File: src/rtl/ip_rx_stream_parser_pkg.sv
// ip_rx_stream_parser_pkg: shared states, IPv4 header offsets and helpers.
// Used by ip_rx_stream_parser and ip_csum_acc.
package ip_rx_stream_parser_pkg;

    localparam logic [1:0] ST_IDLE = 2'd0;
    localparam logic [1:0] ST_HDR  = 2'd1;
    localparam logic [1:0] ST_PAY  = 2'd2;
    localparam logic [1:0] ST_DROP = 2'd3;

    localparam logic [3:0] IPV4_VERSION = 4'd4;
    localparam logic [3:0] IHL_MIN      = 4'd5;

    localparam logic [5:0] OFF_TOTLEN = 6'd2;
    localparam logic [5:0] OFF_IDENT  = 6'd4;
    localparam logic [5:0] OFF_FLAGS  = 6'd6;
    localparam logic [5:0] OFF_PROTO  = 6'd9;
    localparam logic [5:0] OFF_CSUM   = 6'd10;
    localparam logic [5:0] OFF_SRC    = 6'd12;
    localparam logic [5:0] OFF_DST    = 6'd16;
    localparam logic [5:0] HDR_LAST   = 6'd19;

    function automatic logic [15:0] ones_add(
        input logic [15:0] a,
        input logic [15:0] b
    );
        logic [16:0] s;
        s = {1'b0, a} + {1'b0, b};
        return s[15:0] + {15'd0, s[16]};
    endfunction

    function automatic logic [15:0] sat_inc(input logic [15:0] c);
        return (c == 16'hFFFF) ? c : c + 16'd1;
    endfunction

endpackage

File: src/rtl/ip_rx_stream_parser_csum_acc.sv
// ip_csum_acc: byte-serial 16-bit ones-complement header checksum.
// sum_ok already includes the low byte presented this cycle.
module ip_csum_acc
    import ip_rx_stream_parser_pkg::*;
(
    input  logic       clk,
    input  logic       rst_n,
    input  logic       clr,
    input  logic       en,
    input  logic [7:0] data,
    output logic       sum_ok
);

    logic [15:0] acc;
    logic [7:0]  hi;
    logic        phase;
    logic [15:0] acc_base;
    logic        phase_eff;
    logic [15:0] acc_next;

    assign acc_base  = clr ? 16'd0 : acc;
    assign phase_eff = clr ? 1'b0 : phase;
    assign acc_next  = ones_add(acc_base, {hi, data});
    assign sum_ok    = phase_eff && (acc_next == 16'hFFFF);

    // Pair bytes into words (high byte first) and fold each word in
    always_ff @(posedge clk) begin
        if (!rst_n) begin
            acc   <= 16'd0;
            hi    <= 8'd0;
            phase <= 1'b0;
        end else if (en) begin
            if (phase_eff) begin
                acc   <= acc_next;
                phase <= 1'b0;
            end else begin
                acc   <= acc_base;
                hi    <= data;
                phase <= 1'b1;
            end
        end else if (clr) begin
            acc   <= 16'd0;
            phase <= 1'b0;
        end
    end

endmodule

File: src/rtl/ip_rx_stream_parser.sv
// ip_rx_stream_parser: byte-stream IPv4 header filter/stripper, L4 out.
// Define IP_RX_CSUM_CHECK_EN to enable header checksum checking.
module ip_rx_stream_parser
    import ip_rx_stream_parser_pkg::*;
#(
    parameter logic [7:0]  PROTOCOL = 8'd6,
    parameter logic [31:0] DESADDR  = 32'hc0a84103,
    parameter logic [31:0] SRCADDR  = 32'hc0a84104,
    parameter bit          SRC_FILT = 1'b0,
    parameter logic [15:0] MAX_LEN  = 16'd1500
) (
    input  logic        clk,
    input  logic        rst_n,
    input  logic [7:0]  s_data,
    input  logic        s_valid,
    input  logic        s_last,
    output logic        s_ready,
    output logic [7:0]  m_data,
    output logic        m_valid,
    output logic        m_last,
    output logic        m_err,
    input  logic        m_ready,
    output logic        hdr_valid,
    output logic [31:0] hdr_src,
    output logic [15:0] hdr_ident,
    output logic [15:0] hdr_l4_len,
    output logic [15:0] ok_cnt,
    output logic [15:0] drop_cnt
);

    logic [1:0]  state;
    logic [5:0]  idx;
    logic [7:0]  ver_ihl;
    logic [15:0] totlen;
    logic [15:0] ident;
    logic [13:0] frag;
    logic [7:0]  proto;
    logic [31:0] src;
    logic [31:0] dst;
    logic [15:0] pcnt;

    logic        s_fire;
    logic        hdr_byte;
    logic        hdr_end;
    logic        pass;
    logic        csum_ok;
    logic        last_hit;
    logic        empty_l4;
    logic [3:0]  ihl;
    logic [5:0]  hlen;
    logic [5:0]  end_idx;
    logic [31:0] dst_cur;
    logic [15:0] l4_len;

    assign ihl      = ver_ihl[3:0];
    assign hlen     = {ihl, 2'b00};
    assign end_idx  = (ihl < IHL_MIN) ? HDR_LAST : hlen - 6'd1;
    assign s_ready  = (state == ST_PAY) ? (!m_valid || m_ready) : 1'b1;
    assign s_fire   = s_valid && s_ready;
    assign hdr_byte = s_fire && (state == ST_HDR);
    assign hdr_end  = hdr_byte && (idx == end_idx);
    assign dst_cur  = (idx == HDR_LAST) ? {dst[23:0], s_data} : dst;
    assign l4_len   = totlen - {10'd0, hlen};
    assign empty_l4 = (l4_len == 16'd0);
    assign last_hit = ((pcnt + 16'd1) == hdr_l4_len);

    assign pass = (ver_ihl[7:4] == IPV4_VERSION)
               && (ihl >= IHL_MIN)
               && (totlen >= 16'd20)
               && (totlen <= MAX_LEN)
               && (totlen >= {10'd0, hlen})
               && (frag == 14'd0)
               && (proto == PROTOCOL)
               && (dst_cur == DESADDR)
               && (!SRC_FILT || (src == SRCADDR))
               && csum_ok;

`ifdef IP_RX_CSUM_CHECK_EN
    ip_csum_acc u_csum (
        .clk    (clk),
        .rst_n  (rst_n),
        .clr    (state == ST_IDLE),
        .en     (s_fire && (state == ST_IDLE || state == ST_HDR)),
        .data   (s_data),
        .sum_ok (csum_ok)
    );
`else
    assign csum_ok = 1'b1;
`endif

    // Capture the fixed header fields by byte index; options are skipped
    always_ff @(posedge clk) begin
        if (!rst_n) begin
            ver_ihl <= 8'd0;
            totlen  <= 16'd0;
            ident   <= 16'd0;
            frag    <= 14'd0;
            proto   <= 8'd0;
            src     <= 32'd0;
            dst     <= 32'd0;
        end else if (s_fire && state == ST_IDLE) begin
            ver_ihl <= s_data;
        end else if (hdr_byte) begin
            unique case (1'b1)
                (idx == OFF_TOTLEN || idx == OFF_TOTLEN + 6'd1):
                    totlen <= {totlen[7:0], s_data};
                (idx == OFF_IDENT || idx == OFF_IDENT + 6'd1):
                    ident <= {ident[7:0], s_data};
                (idx == OFF_FLAGS || idx == OFF_FLAGS + 6'd1):
                    frag <= {frag[5:0], s_data};
                (idx == OFF_PROTO):
                    proto <= s_data;
                (idx >= OFF_SRC && idx < OFF_DST):
                    src <= {src[23:0], s_data};
                (idx >= OFF_DST && idx <= HDR_LAST):
                    dst <= {dst[23:0], s_data};
                default: ;
            endcase
        end
    end

    // Packet FSM, output register, sideband and counters
    always_ff @(posedge clk) begin
        if (!rst_n) begin
            state      <= ST_IDLE;
            idx        <= 6'd0;
            pcnt       <= 16'd0;
            m_data     <= 8'd0;
            m_valid    <= 1'b0;
            m_last     <= 1'b0;
            m_err      <= 1'b0;
            hdr_valid  <= 1'b0;
            hdr_src    <= 32'd0;
            hdr_ident  <= 16'd0;
            hdr_l4_len <= 16'd0;
            ok_cnt     <= 16'd0;
            drop_cnt   <= 16'd0;
        end else begin
            hdr_valid <= 1'b0;
            if (m_valid && m_ready) begin
                m_valid <= 1'b0;
                m_last  <= 1'b0;
                m_err   <= 1'b0;
            end
            unique case (state)
                ST_IDLE: begin
                    if (s_fire) begin
                        idx <= 6'd1;
                        if (s_last) drop_cnt <= sat_inc(drop_cnt);
                        else state <= ST_HDR;
                    end
                end
                ST_HDR: begin
                    if (s_fire) begin
                        idx <= idx + 6'd1;
                        if (s_last && !(hdr_end && pass && empty_l4)) begin
                            drop_cnt <= sat_inc(drop_cnt);
                            state    <= ST_IDLE;
                        end else if (hdr_end && pass) begin
                            hdr_valid  <= 1'b1;
                            hdr_src    <= src;
                            hdr_ident  <= ident;
                            hdr_l4_len <= l4_len;
                            ok_cnt     <= sat_inc(ok_cnt);
                            pcnt       <= 16'd0;
                            if (!empty_l4) state <= ST_PAY;
                            else if (s_last) state <= ST_IDLE;
                            else state <= ST_DROP;
                        end else if (hdr_end) begin
                            drop_cnt <= sat_inc(drop_cnt);
                            state    <= ST_DROP;
                        end
                    end
                end
                ST_PAY: begin
                    if (s_fire) begin
                        m_data  <= s_data;
                        m_valid <= 1'b1;
                        m_last  <= last_hit || s_last;
                        m_err   <= s_last && !last_hit;
                        pcnt    <= pcnt + 16'd1;
                        if (last_hit) state <= s_last ? ST_IDLE : ST_DROP;
                        else if (s_last) state <= ST_IDLE;
                    end
                end
                ST_DROP: begin
                    if (s_fire && s_last) state <= ST_IDLE;
                end
                default: state <= ST_IDLE;
            endcase
        end
    end

endmodule

File: config.mk
export PLATFORM = sky130hd
export DESIGN_NAME = ip_rx_stream_parser
export DESIGN_NICKNAME = d
export VERILOG_FILES = /design/src/rtl/ip_rx_stream_parser_pkg.sv /design/src/rtl/ip_rx_stream_parser_csum_acc.sv /design/src/rtl/ip_rx_stream_parser.sv
export SDC_FILE = /design/constraint.sdc
export NUM_CORES = 1
export LEC_CHECK = 0
export ABC_AREA = 1
export BUFFER_PORTS_ARGS = -buffer_cell sky130_fd_sc_hd__buf_2
export CELL_PAD_IN_SITES_DETAIL_PLACEMENT = 0
export CELL_PAD_IN_SITES_GLOBAL_PLACEMENT = 1
export CORE_ASPECT_RATIO = 1.2
export CORE_MARGIN = 2
export CORE_UTILIZATION = 46
export CTS_CLUSTER_SIZE = 30
export DETAILED_ROUTE_END_ITERATION = 12
export MAX_ROUTING_LAYER = met4
export PLACE_DENSITY_LB_ADDON = 0.1
export SYNTH_ARGS = -nofsm -noshare
export SYNTH_HDL_FRONTEND = slang
export SYNTH_HIERARCHICAL = 1
export SYNTH_SLANG_ARGS = --single-unit
File: constraint.sdc
create_clock -name clk -period 5.13 [get_ports clk]
set_input_delay 0.513 -clock clk [delete_from_list [all_inputs] [get_ports clk]]
set_output_delay 0.513 -clock clk [all_outputs]
set_load 0.005 [all_outputs]
; After elaboration in Yosys (flattened, before gate mapping)
; Cells that the tools add are included.
; W data, S select, Z words.
[totals]
register_bits = 258
elab_cells = 159
inputBits = 13
out_inout_bits = 109
[op_classes]
n_mux = 42
n_eq_ne = 30
bitwise = 6
n_lt_le_gt_ge = 9
addsub = 6
n_reduce_logical = 46
[op_table]
columns = cell, n
row1 = $mux W16, 11
row2 = $pmux W16 S2, 2
row3 = $add A16 B1 Y16 const B, 3
row4 = $eq A16 B16 Y1 const B, 2
row5 = $eq A32 B32 Y1 const B, 1
row6 = $mux W32, 1
row7 = $eq A6 B3 Y1 const B, 4
row8 = $mux W2, 12
row9 = $reduce_and A3 Y1, 7
row10 = $logic_and A1 B1 Y1, 19
row11 = $mux W6, 3
row12 = $eq A16 B16 Y1, 1
row13 = $ge A16 B5 Y1 const B, 1
row14 = $ge A16 B6 Y1, 1
row15 = $le A16 B11 Y1 const B, 1
row16 = $logic_not A16 Y1, 1
row17 = $sub A16 B6 Y16, 1
row18 = $logic_not A14 Y1, 1
row19 = $ne A2 B2 Y1 const B, 7
row20 = $eq A6 B2 Y1 const B, 2
row21 = $pmux W6 S2, 1
row22 = $mux W1, 11
row23 = $reduce_and A5 Y1, 2
row24 = $eq A8 B3 Y1 const B, 1
row25 = other kinds (29), 43

; Longest topological paths before layout
[depth]
depth_word = 15
mapped_depth = 19

; Least setup slack after synthesis
; OpenSTA, ideal clock, no wires.
[synth_path]
kind = register to register
start = register totlen[2]
end = register hdr_src[22]
t_arrival_ns = 2.464
path_stages_with_launch = 18
setup_slack_ns = 2.533
t_required_ns = 4.998
synth_period_minus_slack_ns = 2.597
setup_time_ns = 0.132
path_cell_list = dfxtp_1 -> inv_1 -> ha_1 -> fa_1 -> nor2_2 -> nor2_4 -> nand2_1 -> nand3_1 -> nor2_1 -> nand3_1 -> nor2_1 -> nand3_1 -> a21oi_4 -> inv_2 -> buf_2 -> buf_2 -> nand2_1 -> a21oi_1
[synth_via]
elab_chain_cells = 13
[synth_rtl]
columns = item, line_no
row1 = "start, declared", ip_rx_stream_parser.sv:34  ; logic [15:0] totlen;
row2 = "start signal, assigned", ip_rx_stream_parser.sv:106  ; totlen <= {totlen[7:0], s_data};
row3 = $ge A16 B5 Y1, ip_rx_stream_parser.sv:69  ; && (totlen >= 16'd20)
row4 = $logic_and A1 B1 Y1, ip_rx_stream_parser.sv:69
row5 = $logic_and A1 B1 Y1, ip_rx_stream_parser.sv:70  ; && (totlen <= MAX_LEN)
row6 = $logic_and A1 B1 Y1, ip_rx_stream_parser.sv:71  ; && (totlen >= {10'd0, hlen})
row7 = $logic_and A1 B1 Y1, ip_rx_stream_parser.sv:72  ; && (frag == 14'd0)
row8 = $logic_and A1 B1 Y1, ip_rx_stream_parser.sv:73  ; && (proto == PROTOCOL)
row9 = $logic_and A1 B1 Y1, ip_rx_stream_parser.sv:74  ; && (dst_cur == DESADDR)
row10 = $logic_and A1 B1 Y1, "ip_rx_stream_parser.sv:156, ip_rx_stream_parser.sv:159"
row11 = $logic_and A1 B1 Y1, ip_rx_stream_parser.sv:156  ; if (s_last && !(hdr_end && pass && empty_l4)) begin
row12 = $logic_not A1 Y1, ip_rx_stream_parser.sv:156
row13 = $logic_and A1 B1 Y1, ip_rx_stream_parser.sv:156
row14 = $not A1 Y1 (no line), --
row15 = $reduce_and A4 Y1 (no line) *, --
row16 = "end signal, assigned", ip_rx_stream_parser.sv:161  ; hdr_src <= src;
row17 = "end, declared", ip_rx_stream_parser.sv:24  ; output logic [31:0] hdr_src,
; Mark *: on every way between the ends. The rest lies on a longest branch, timed or not.
; A chain may end at the register's enable or synchronous reset.

; Final worst setup path
[layout_path]
start = register totlen[2]
end = register hdr_src[13]
; The elaborated chain is that of the path after synthesis.

==> results.toml <==
[power]
power_density_mw_per_mm2 = 330
power.leakage_nw = 5.55
ir_worst_vdd_uv = 207

[logic_synthesis]
synth_compound_area_share_pct = 17.2
yosys.area.top_type_share_pct = 43.7
synthArstFlopShare_pct = 0
synthAdderAreaFrac_pct = 1.55
synth.distinct_cells = 41
ys.flop_type = "dfxtp_1"
postSynthAreaPerCell_um2 = 6.91
ys_top_cells_by_area = "dfxtp_1 44%, nand2_1 12%, a21oi_1 9.4%"
synthCells = 1712
synth_top_area_cell = "dfxtp_1"
synthSimpleGateAreaFrac_pct = 27.5
muxShareOfSynthArea_pct = 0
ys_ff_latch = 258
yosys_warnings = 6
ys_seq_area_share_pct = 43.7
synthXorXnorAreaFrac_pct = 2.59
synth_edf_count = 0
syn-cell-area_mm2 = 0.0118
synth_nets = 1739
synth_top_family_by_area = "simple AND/OR/NAND/NOR gates"

[setup_path]
path_cells = "inv_1, ha_1, fa_1, nor2_2, nor2_4, nand3_1, nand2_1, nor2_1, nand3_1, nor2_1, nand3_1, a21oi_4, buf_4, nand2_1, a21oi_1"
cpLargestDelayFamily = "simple AND/OR/NAND/NOR gates"
cp.buffers_inverters = 2
worst_path_max_delay_cell = "buf_4"
end_kind = "register"
r2r-end = "hdr_src[13]"
r2r_cells = 15
regToRegSetupSlack_ns = 1.83
start_kind = "register"
critPathArrivalTime_ns = 3.75
setup.worst_path.start = "totlen[2]"
crit_top_cell = "nand3_1"
crit_cells = 15
cp_slowest_stage_delay_ns = 0.59
timing.rr.start = "totlen[2]"
endpoint = "hdr_src[13]"
crit_required_ns = 5.57
cp_max_fo = 62
path_class = "register to register"

[timing]
hold_violations = 0
min_period_ns = 3.30
worst_slack_ns = 1.83
rsz0062_at_grt = "false"
finalSetupViolCount = 0
drv_slew = 0
period_share_pct = 64.4
whs_ns = 0.283
relSlewSlack_pct = 30.5
fmax_mhz = 303
fin_skew_ns = 0.0194
tns_ns = 0
tightest_slew_ns = 1.04

[clocking]
insertion_delay_ns = 0.54
root_buffer = "clkbuf_16"
cts.sinks = 258
cts_hold_buf = 0
cts-buffers-inserted = 27
post_cts_buffers = 0
cts_tree = "built"
clk_pin_slew_ns = 0.06
cts_buffer_depth = 3
cts_resized = 0
htreeDepth = 1

[floorplan]
core_mm2 = 0.0254
die-area_mm2 = 0.0270
ios = 122
rows = 64
die_y_um = 180
die_w_um = 150
initial_core_util_pct = 46.6

[route]
wl_per_cell_um = 15.2
vias = 11200
drt_iter0_markers = 548
dr.pass1.iters = 5
drc_errors = 0
viasPerCell = 5.20
wirelength_um = 32700
ant_nets = 0

[grt]
grt_max_degree = 92
grt.total_usage_pct = 24.7
grt-ovfl-total = 0
grt_pass1_wl_um = 53700
antenna_found_initial = 0
grt_pass1_vias = 10400

[placed_design]
dp_cells = 2100
place.gp.congestion = 0.906
dp_hpwl_um = 22400
post-place-ws_ns = 1.81
port_buffers = 121

[run]
cap_violations = 0

[finish]
antennaDiodeCount = 0
drive_above_1_share_pct = 11.2
num-nets-final = 1826
area_growth_syn_to_layout_pct = 15.0
fin_util_pct = 53.5
fin_cells = 2149
fillCellCount = 2572

[worst_hold_path]
hold_class = "input pin to register"
whs_path_depth = 3

[status]
status = "finished, final reports clean"
[how the worst min path moves through the flow]
stage                     from          to
CTS                  s_data[6]     frag[6]
detailed placement  hdr_src[1]  hdr_src[1]
global placement       frag[9]     frag[9]
finish               s_data[6]     frag[6]
global route         s_data[6]     frag[6]
floorplan              frag[8]     frag[8]
[power by group]
group	leakage [nW]	internal [mW]	switching [mW]	total, mW
Clock	0.469	1.28	0.844	2.12
Sequential	2.08	2.02	0.0197	2.04
Combinational	3.00	0.0939	0.229	0.323
Total	5.55	3.40	1.09	4.49
[sequential cells by signal, indices dropped and copies added, names as in the netlist, 14 cells and up]
name and count:
hdr_l4_len 16, hdr_src 32, pcnt 16, ok_cnt 16
src 32, dst 32, hdr_ident 16, drop_cnt 16
frag 14, totlen 16, ident 16
[cell usage in the layout (no fill, tap or decap), drive strengths merged, types with 2 or more instances in the layout]
cell / count
or2: 2
o21ai: 167
nand3: 98
nand4: 25
nor4: 7
bufinv: 5
clkinvlp: 4
nor3: 31
inv: 149
nand2: 388
xnor2: 12
and2: 2
buf: 132
nand3b: 9
a21oi: 222
xor2: 23
o21bai: 2
clkinv: 14
dfxtp: 258
a21boi: 2
clkbuf: 31
ha: 13
nor2: 215
[cell families (layout without fill, tap and decap cells)]
logic type      Yosys count  count (layout)
fa+ha+maj                14              14
xor+xnor                 35              35
simple gates            779             779
compound gates          398             398
buf+inv                 228             335
flops                   258             258
[worst min-delay path: cells and delay by family]
kind | cells | cell delay (ns)
AO/OA/AOI/OAI | 2 | 0.18
buffers and inverters | 1 | 0.09
[layout make-up]
class | instances | area, µm² | share of cell area, %
Sequential cell | 258 | 5160 | 38.0
Clock inverter | 18 | 236 | 1.74
Inverter | 154 | 579 | 4.26
Tap cell | 330 | 413 | 3.04
Timing Repair Buffer | 132 | 691 | 5.08
Multi-Input combinational cell | 1226 | 5780 | 42.5
Clock buffer | 31 | 731 | 5.38
[routing by layer]
metal / wire length (µm) / vias up / global-route usage, %
met5: 0 / - / -
met4: 786 / 0 / 6.75
met3: 1490 / 53 / 2.82
met2: 15700 / 235 / 40.3
met1: 14700 / 5118 / 32.3
li1: - / 5771 / -
[through the flow]
| step | power [mW] | area, µm² |
|---|---|---|
| final | 4.49 | 13600 |
| after CTS | 4.54 | 13600 |
| after floorplan | 2.32 | 11800 |
| after detailed placement | 2.41 | 12600 |
| after global placement | 2.41 | 12600 |
| after global routing | 4.66 | 13600 |
[Yosys cell counts, types with 2 or more instances]
cell type,number
inv_2,5
clkbuf_1,56
nor2_2,5
nor3_1,30
nand2_1,385
xnor2_1,12
nand3_1,98
nand3b_1,9
nor2_1,209
buf_2,11
inv_1,143
dfxtp_1,258
o21bai_1,2
o21ai_0,164
clkbuf_2,2
and2_1,2
buf_4,3
nand4_1,25
xor2_1,23
o21ai_1,3
ha_1,13
or2_2,2
a21oi_1,221
nor4_1,7
clkinv_1,6
nand2_2,3
No activity file was read; power rests on OpenSTA's default activity.
